**src/rtl/fft_ctrl_pkg.sv**
```systemverilog
// Shared types and helpers for the iterative FFT frame controller.
package fft_ctrl_pkg;

  typedef enum logic [1:0] {ST_LOAD, ST_ISSUE, ST_DRAIN, ST_UNLOAD} fft_ctrl_state_t;

  localparam int MAX_L = 16;

  // Stage counter width: must hold 0..L-1.
  function automatic int stage_w(input int l);
    return (l > 2) ? $clog2(l) : 1;
  endfunction

  function automatic int tw_w(input int l);
    return (l > 1) ? l - 1 : 1;
  endfunction

  function automatic logic [MAX_L-1:0] bitrev(input logic [MAX_L-1:0] idx, input int l);
    logic [MAX_L-1:0] r;
    r = '0;
    for (int i = 0; i < MAX_L; i++)
      if (i < l) r[i] = idx[l-1-i];
    return r;
  endfunction

endpackage

```
**src/rtl/fft_addr_gen.sv**
```systemverilog
// Radix-2 DIT butterfly address and twiddle generation for stage s, butterfly k.
module fft_addr_gen
  import fft_ctrl_pkg::*;
#(
  parameter int L  = 2,
  parameter int SW = 1
)(
  input  logic [SW-1:0] i_stage,
  input  logic [L-2:0]  i_k,
  output logic [L-1:0]  o_a,
  output logic [L-1:0]  o_b,
  output logic [L-2:0]  o_tw
);

  localparam logic [SW-1:0] LM1 = SW'(L-1);

  logic [L-2:0] w_mask;
  logic [L-1:0] w_k;

  assign w_mask = ((L-1)'(1) << i_stage) - (L-1)'(1);
  assign w_k    = {1'b0, i_k};
  // k < 2^(L-1), so the extra left shift never overflows L bits.
  assign o_a    = (((w_k >> i_stage) << i_stage) << 1) | {1'b0, i_k & w_mask};
  assign o_b    = o_a + (L'(1) << i_stage);
  assign o_tw   = (i_k & w_mask) << (LM1 - i_stage);

endmodule

```
**src/rtl/fft_iterative_scheduler.sv**
```systemverilog
// Frame controller for an iterative radix-2 DIT FFT sharing one external pipelined butterfly.
module fft_iterative_scheduler
  import fft_ctrl_pkg::*;
#(
  parameter int SAMPLES    = 4,
  parameter int WIDTH      = 32,
  parameter int BF_LATENCY = 1
)(
  input  logic                               clk,
  input  logic                               reset,
  input  logic                               in_valid,
  output logic                               in_ready,
  input  logic [WIDTH-1:0]                   in_data,
  output logic                               out_valid,
  input  logic                               out_ready,
  output logic [WIDTH-1:0]                   out_data,
  output logic                               out_last,
  output logic                               bf_issue,
  output logic [WIDTH-1:0]                   bf_a,
  output logic [WIDTH-1:0]                   bf_b,
  output logic [tw_w($clog2(SAMPLES))-1:0]   bf_tw_idx,
  input  logic [WIDTH-1:0]                   bf_y0,
  input  logic [WIDTH-1:0]                   bf_y1,
  output logic                               busy,
  output logic                               frame_done
);

  localparam int L  = $clog2(SAMPLES);
  localparam int SW = stage_w(L);
  localparam int DW = (BF_LATENCY > 1) ? $clog2(BF_LATENCY) : 1;
  localparam logic [L-1:0]  CNT_MAX = L'(SAMPLES-1);
  localparam logic [L-2:0]  K_MAX   = (L-1)'(SAMPLES/2-1);
  localparam logic [SW-1:0] S_MAX   = SW'(L-1);
  localparam logic [DW-1:0] D_MAX   = DW'(BF_LATENCY-1);

  fft_ctrl_state_t r_state;
  logic [L-1:0]    r_cnt;
  logic [L-2:0]    r_k;
  logic [SW-1:0]   r_stage;
  logic [DW-1:0]   r_drain;
  logic [WIDTH-1:0] r_buf [SAMPLES];

  logic [BF_LATENCY-1:0]         r_vld_pipe;
  logic [BF_LATENCY-1:0][L-1:0]  r_a_pipe;
  logic [BF_LATENCY-1:0][L-1:0]  r_b_pipe;

  logic [L-1:0] w_a, w_b, w_wr_idx;
  logic [L-2:0] w_tw;
  logic         w_in_hs, w_wb;

  fft_addr_gen #(.L(L), .SW(SW)) u_addr (
    .i_stage (r_stage),
    .i_k     (r_k),
    .o_a     (w_a),
    .o_b     (w_b),
    .o_tw    (w_tw)
  );

  assign in_ready   = (r_state == ST_LOAD);
  assign busy       = !in_ready;
  assign bf_issue   = (r_state == ST_ISSUE);
  assign out_valid  = (r_state == ST_UNLOAD);
  assign bf_a       = bf_issue ? r_buf[w_a] : '0;
  assign bf_b       = bf_issue ? r_buf[w_b] : '0;
  assign bf_tw_idx  = bf_issue ? w_tw : '0;
  assign out_data   = out_valid ? r_buf[r_cnt] : '0;
  assign out_last   = out_valid && (r_cnt == CNT_MAX);
  assign frame_done = out_last && out_ready;

  assign w_in_hs  = in_valid && in_ready;
  assign w_wr_idx = L'(bitrev(MAX_L'(r_cnt), L));
  assign w_wb     = r_vld_pipe[BF_LATENCY-1];

  // Buffer contents survive reset; only the writes are suppressed on a reset edge.
  always_ff @(posedge clk) begin
    if (!reset) begin
      if (w_in_hs) r_buf[w_wr_idx] <= in_data;
      if (w_wb) begin
        r_buf[r_a_pipe[BF_LATENCY-1]] <= bf_y0;
        r_buf[r_b_pipe[BF_LATENCY-1]] <= bf_y1;
      end
    end
  end

  always_ff @(posedge clk) begin
    if (reset) begin
      r_state    <= ST_LOAD;
      r_cnt      <= '0;
      r_k        <= '0;
      r_stage    <= '0;
      r_drain    <= '0;
      r_vld_pipe <= '0;
      r_a_pipe   <= '0;
      r_b_pipe   <= '0;
    end else begin
      r_vld_pipe[0] <= bf_issue;
      r_a_pipe[0]   <= w_a;
      r_b_pipe[0]   <= w_b;
      for (int i = 1; i < BF_LATENCY; i++) begin
        r_vld_pipe[i] <= r_vld_pipe[i-1];
        r_a_pipe[i]   <= r_a_pipe[i-1];
        r_b_pipe[i]   <= r_b_pipe[i-1];
      end
      case (r_state)
        ST_LOAD: if (w_in_hs) begin
          if (r_cnt == CNT_MAX) begin
            r_cnt   <= '0;
            r_stage <= '0;
            r_k     <= '0;
            r_state <= ST_ISSUE;
          end else r_cnt <= r_cnt + L'(1);
        end
        ST_ISSUE: begin
          if (r_k == K_MAX) begin
            r_k     <= '0;
            r_drain <= '0;
            r_state <= ST_DRAIN;
          end else r_k <= r_k + (L-1)'(1);
        end
        // Drain lets the last writeback of the stage land before the next stage reads.
        ST_DRAIN: begin
          if (r_drain == D_MAX) begin
            r_drain <= '0;
            if (r_stage == S_MAX) begin
              r_cnt   <= '0;
              r_state <= ST_UNLOAD;
            end else begin
              r_stage <= r_stage + SW'(1);
              r_k     <= '0;
              r_state <= ST_ISSUE;
            end
          end else r_drain <= r_drain + DW'(1);
        end
        ST_UNLOAD: if (out_ready) begin
          if (r_cnt == CNT_MAX) begin
            r_cnt   <= '0;
            r_state <= ST_LOAD;
          end else r_cnt <= r_cnt + L'(1);
        end
        default: r_state <= ST_LOAD;
      endcase
    end
  end

endmodule

```
**config.mk**
```make
export PLATFORM = sky130hd
export DESIGN_NAME = fft_iterative_scheduler
export DESIGN_NICKNAME = d
export VERILOG_FILES = /design/src/rtl/fft_ctrl_pkg.sv /design/src/rtl/fft_addr_gen.sv /design/src/rtl/fft_iterative_scheduler.sv
export SDC_FILE = /design/constraint.sdc
export NUM_CORES = 1
export LEC_CHECK = 0
export BUFFER_PORTS_ARGS = -buffer_cell sky130_fd_sc_hd__buf_2
export CAP_MARGIN = 10
export CORE_MARGIN = 4
export CORE_UTILIZATION = 40
export DETAILED_ROUTE_END_ITERATION = 8
export GPL_ROUTABILITY_DRIVEN = 0
export PLACE_DENSITY = 0.75
export SYNTH_ARGS = -nofsm -noshare
export SYNTH_HDL_FRONTEND = slang
export SYNTH_SLANG_ARGS = --single-unit
```
**constraint.sdc**
```tcl
create_clock -name clk -period 2.3 [get_ports clk]
set_input_delay 0.115 -clock clk [delete_from_list [all_inputs] [get_ports clk]]
set_output_delay 0.115 -clock clk [all_outputs]
set_load 0.005 [all_outputs]
```
==> results of run 1 <==
-- worst max-delay path, delay by kind of cell, from the launching register on --
kind	cells	cell delay (ps)
DFF	1	340
buffers and inverters	1	170
AOI/OAI and AO/OA	1	730
adders and majority gates	1	230
and+or+nand+nor	2	230
-- worst paths after layout --
path	start	depth (start not counted)	to	slack (ps)
worst min-delay path	bf_y1[8]	3	r_buf[0][8]	20
worst max-delay path	r_state[0]	5	r_buf[2][13]	200
worst max register to register	r_state[0]	5	r_buf[2][13]	200
worst min register to register	r_state[1]	2	r_state[1]	580
-- sequential cells by signal, indices dropped and copies added (netlist names), named ones only --
signal,flops
r_buf,128
r_vld_pipe,1
r_state,2
r_b_pipe,2
r_k,1
r_cnt,2
r_a_pipe,2
r_stage,1
-- cell families (layout without fill, tap and decap cells) --
family | count (synthesis) | after routing | share of synthesized area
AO/OA/AOI/OAI | 203 | 203 | 0.137
adder cells (fa/ha/maj) | 11 | 11 | 0.0139
flip-flops | 141 | 141 | 0.413
AND/OR/NAND/NOR | 265 | 265 | 0.118
multiplexers | 227 | 227 | 0.269
other | 0 | 2 | 0
buffers and inverters | 90 | 278 | 0.0485
-- layout make-up --
class	count	share of cell area
diodes	2	0.000420
repair buffers	239	0.118
clock inverters	13	0.00987
clock buffers	19	0.0363
multi-input cells	706	0.454
well taps	324	0.0340
inverters	7	0.00221
flip-flops and latches	141	0.345
-- power groups by stage --
| stage | Combinational [W] | Clock [W] | Sequential [W] |
|---|---|---|---|
| floorplan | 0.00172 | 0 | 0.00332 |
| global placement | 0.00265 | 0 | 0.00340 |
| detailed placement | 0.00269 | 0 | 0.00342 |
| CTS | 0.00271 | 0.00265 | 0.00336 |
| global route | 0.00290 | 0.00275 | 0.00339 |
| finish | 0.00269 | 0.00261 | 0.00337 |
-- per-stage QoR --
step | utilization | instance area (um2) | hold WS (ps)
6_report | 0.488 | 11900 | 20.4
5_1_grt | 0.488 | 11900 | 14.8
4_1_cts | 0.488 | 11900 | 0.999
3_5_place_dp | 0.464 | 11300 | 449
3_3_place_gp | 0.464 | 11300 | 446
2_1_floorplan | - | 9940 | 187
-- what timing repair did --
action                                  in CTS  in global routing
hold endpoints to repair                     3                  0
endpoints found under the setup margin       0                  0
hold buffers                                 3                  0
-- layer usage --
metal / share of wire / vias to the layer above
li1: - / 3823
met1: 0.42 / 3969
met2: 0.49 / 355
met3: 0.070 / 43
met4: 0.019 / 4
met5: 0.00071 / -
-- cells in the final DEF, fill, tap and decap left out, types with 3 or more instances in the layout --
cell type	count
inv_1	6
clkinvlp_4	5
dfxtp_2	3
buf_12	9
dfxtp_1	9
a211o_2	3
o21ai_0	22
mux2i_1	195
dlygate4sd3_1	3
and2_1	35
ha_1	9
o211a_1	64
buf_4	25
mux4_2	32
nor3b_4	3
nor2_1	42
nand2_1	164
nor2b_1	4
o21ai_1	75
buf_2	202
nor3_1	5
clkbuf_16	17
a21oi_1	35
clkinv_2	3
edfxtp_1	128
==> results.json, run 1 <==
{
  "top_level_ports": 203,
  "end_kind": "flip-flop",
  "syn2layout_area_growth_pct": 19.9,
  "setup_tns_ps": 0,
  "first_pass_iters": 6,
  "critical_path_arrival_ps": 2150,
  "setup_viol": 0,
  "drv_slew": 0,
  "async_reset_ff_frac": 0,
  "hp-class": "in -> reg",
  "maxCapViolations": 0,
  "max_stage_delay_ps": 730,
  "hold_viol_final": 0,
  "num_rows": 57,
  "grt_use_met1": 0.275,
  "synth_cell_types": 35,
  "vias": 8194,
  "critPathMaxFanout": 32,
  "dp_hpwl_mm": 20.1,
  "drt-initial-drc-count": 649,
  "core_area_um2": 24400,
  "cts.path.max_buffers": 2,
  "post_cts_buffers": 0,
  "grt_usage": 0.213,
  "critPathKind": "reg -> reg",
  "use_met3": 0.0350,
  "grt_max_degree": 68,
  "cts_resized": 0,
  "cts_buffers": 17,
  "synth_flop_cell": "edfxtp_1",
  "slowest_stage": "a211o_2",
  "grt_first_pass_wirelength_mm": 44.7,
  "finalCriticalPeriod_ps": 2100,
  "synth_top_cell_by_area": "edfxtp_1",
  "p_seq_frac": 0.389,
  "multiInputGateArea_um2": 5400,
  "switching_share": 0.317,
  "grt.busiest_layer": "met2",
  "required_ps": 2350,
  "synth_commonest_cells": "mux2i_1 (195), nand2_1 (164), edfxtp_1 (128)",
  "p_leak_nw": 4.94,
  "die_x_um": 166,
  "final_cells": 1451,
  "clkPwrFrac": 0.301,
  "initial_utilization": 0.407,
  "power-per-cell-area_nw_per_um2": 728,
  "synth_nets": 1048,
  "dp.cells": 1414,
  "synthesis.yosys.warnings": 0,
  "finalPower_w": 0.00867,
  "clock-sinks": 141,
  "worst_slack_ps": 201,
  "wl_per_cell_um": 20.5,
  "syn_area_um2": 9930,
  "ant_nets": 0,
  "status": "completed",
  "h-tree-depth": 4,
  "seqCellArea_um2": 4110,
  "fillers": 2208,
  "clk_pin_slew_worst_paths_ps": 60,
  "grt_overflow_total": 0,
  "rsz0062_at_grt": "false",
  "antenna_found_initial": 3,
  "cts_tree": "yes",
  "synth_edf_count": 128,
  "drc": 0,
  "place_ws_ps": 178,
  "syn_inst": 937,
  "netlist.area_leader.share": 0.387,
  "vias_per_cell": 5.65,
  "die_h_um": 166,
  "finalCritPeriodShare": 0.913,
  "grt_pass1_vias": 7861,
  "portBuffers": 202,
  "routed_wl_mm": 29.7,
  "worstPathCellList": "inv_1 -> ha_1 -> nand2_1 -> nor2_1 -> a211o_2",
  "finalClockSkew_ps": 10.2,
  "worstSkewPairLatency_ps": 430,
  "synth.most_common_cell": "mux2i_1",
  "p_comb_frac": 0.310,
  "avgSynthCellArea_um2": 10.6,
  "yosys-top-cells-area": "edfxtp_1 (39%), mux2i_1 (20%), mux4_2 (7.3%), o211a_1 (6.4%), nand2_1 (6.2%)",
  "drive_gt1_frac": 0.284,
  "fmaxAchievable_mhz": 476,
  "p_int_w": 0.00592,
  "dieArea_um2": 27400,
  "ir_worst_vdd_mv": 0.307,
  "grt_use_met2": 0.365,
  "start_kind": "flip-flop",
  "nNetsFinal": 1223,
  "root_buffer": "clkbuf_16",
  "ys_seq_elements": 141,
  "slew_headroom": 0.418,
  "max_slew.worst_pin.slew_ps": 873,
  "ys_seq_area_frac": 0.413,
  "power.switching_w": 0.00275
}
No activity file was read; power rests on OpenSTA's default activity.
==> inputs of run 2 (changes only) <==
BUFFER_PORTS_ARGS = default   (was -buffer_cell sky130_fd_sc_hd__buf_2)
DONT_BUFFER_PORTS = 1   (was default)
PLACE_DENSITY = 0.67   (was 0.75)
==> run 2 against run 1 <==
Compared with the run above: the flow now finishes with violations (hold timing); sequential power up 1%; cell count down 3.2%; count of clock-buffer cells in the layout down 1; clock power up 15%; sequential cell count unchanged; worst hold slack worse by 23 ps; setup slack worse by 110 ps; sequential share of layout area down 1.7 points; cell area up 5.3%; wire length up 8.1%; highest routed layer is now met4.
==> results.json, run 2 (synthesis gave the netlist of run 1 again) <==
{
  "cts_buffers": 17,
  "slew_headroom": 0.614,
  "drt-initial-drc-count": 747,
  "syn2layout_area_growth_pct": 26.3,
  "h-tree-depth": 4,
  "clock-sinks": 141,
  "r2r_slack_ps": 90,
  "place_ws_ps": 226,
  "status": "complete, but fails checks",
  "fmaxAchievable_mhz": 453,
  "dieArea_um2": 27400,
  "die_h_um": 166,
  "start_kind": "flip-flop",
  "stdcell_area_um2": 12500,
  "vias_per_cell": 5.81,
  "dpl_cell_area_um2": 10400,
  "fillers": 2147,
  "grt_use_met2": 0.385,
  "cts.path.max_buffers": 2,
  "wl_per_cell_um": 22.9,
  "grt_overflow_total": 0,
  "r2r_cells": 7,
  "grt_first_pass_wirelength_mm": 48.0,
  "seqCellArea_um2": 4110,
  "largest_reg_flops": 128,
  "required_ps": 2460,
  "drive_gt1_frac": 0.118,
  "grt_use_met1": 0.291,
  "core_area_um2": 24400,
  "ir_worst_vdd_mv": 0.409,
  "r2r_start": "r_vld_pipe",
  "setup_tns_ps": 0,
  "clk_pin_slew_worst_paths_ps": 60,
  "worstSkewPairLatency_ps": 420,
  "die_x_um": 166,
  "grt_usage": 0.230,
  "portBuffers": 0,
  "hold_viol_final": 2,
  "antenna_found_initial": 1,
  "worst_slack_ps": 93.2,
  "finalCriticalPeriod_ps": 2210,
  "critPathMaxFanout": 9,
  "critical_path_arrival_ps": 2370,
  "routed_wl_mm": 32.1,
  "initial_utilization": 0.407,
  "multiInputGateArea_um2": 5410,
  "num_rows": 57,
  "startpoint": "r_vld_pipe",
  "largest-register": "r_buf",
  "power-per-cell-area_nw_per_um2": 720,
  "rsz0062_at_grt": "false",
  "critPathCapture": "r_buf[1][1]",
  "finalCritPeriodShare": 0.959,
  "nNetsFinal": 1179,
  "maxCapViolations": 0,
  "cts_tree": "yes",
  "r2r_end": "r_buf[1][1]",
  "first_pass_iters": 5,
  "vias": 8163,
  "finalClockSkew_ps": 10.7,
  "ant_nets": 0,
  "final_common_cell": "mux2i_1",
  "top_level_ports": 203,
  "setup_viol": 0,
  "end_kind": "flip-flop",
  "max_slew.worst_pin.slew_ps": 579,
  "p_leak_nw": 4.71,
  "hp-class": "in -> reg",
  "grt.busiest_layer": "met2",
  "violations": "hold timing",
  "root_buffer": "clkbuf_16",
  "drc": 0,
  "layout_common_cells": "mux2i_1 (194), nand2_1 (164), dlygate4sd3_1 (149)",
  "grt_pass1_vias": 8162,
  "drv_slew": 0,
  "whs_ps": -3.11,
  "critPathKind": "reg -> reg",
  "grt_max_degree": 68,
  "use_met3": 0.0625,
  "dp_hpwl_mm": 20.7
}
run 2: layout make-up:
| class | count | share of cell area |
|---|---|---|
| multi-input combinational | 706 | 0.431 |
| sequential | 141 | 0.328 |
| timing repair buffer | 195 | 0.157 |
| clock buffer | 18 | 0.0342 |
| tap | 324 | 0.0323 |
| clock inverter | 13 | 0.0158 |
| inverter | 7 | 0.00209 |
| antenna | 1 | 0.000200 |
run 2: per-stage QoR:
| stage | std cells | power, W | hold WS (ps) | util |
|---|---|---|---|---|
| floorplan | 937 | 0.00504 | 187 | - |
| global placement | 1218 | 0.00569 | 186 | 0.425 |
| detailed placement | 1218 | 0.00574 | 188 | 0.425 |
| CTS | 1397 | 0.00903 | 0.675 | 0.511 |
| global route | 1405 | 0.00939 | 2.08 | 0.514 |
| finish | 1405 | 0.00903 | -3.11 | 0.514 |
run 2: worst max-delay path: stages (launching register included):
cell and delay [ps]:
dfxtp_1 380, nand2b_4 130, nor3b_4 220, buf_4 150, buf_4 200, mux2i_1 210
o21ai_0 90, dlygate4sd3_1 570
run 2: how the worst min path moves through the flow:
stage,startpoint,end,slack [ps],cells after the start
after floorplan,reset,r_vld_pipe,190,1
after global placement,reset,r_k,190,1
after detailed placement,reset,flip-flop,190,1
after CTS,bf_y0[20],r_buf[1][20],0.7,2
after global routing,in_data[29],r_buf[0][29],2,2
final,in_data[16],r_buf[0][16],-3,2
run 2: routing by layer:
metal  vias up  part of all wire
met2       366              0.48
met5         -                 0
met1      4007              0.41
li1       3745                 -
met3        45             0.092
met4         0             0.019
run 2: repair_timing:
item,CTS,global route
gates resized for setup,0,5
hold buffers,148,1
buffers inserted,0,6
setup endpoints to repair,0,28
endpoints found under the hold margin,141,1
run 2: power by group:
group	switching (W)	total [W]	internal [W]	leakage [nW]
Combinational	0.00133	0.00261	0.00127	3.13
Sequential	0.000255	0.00342	0.00316	1.27
Clock	0.00109	0.00300	0.00191	0.306
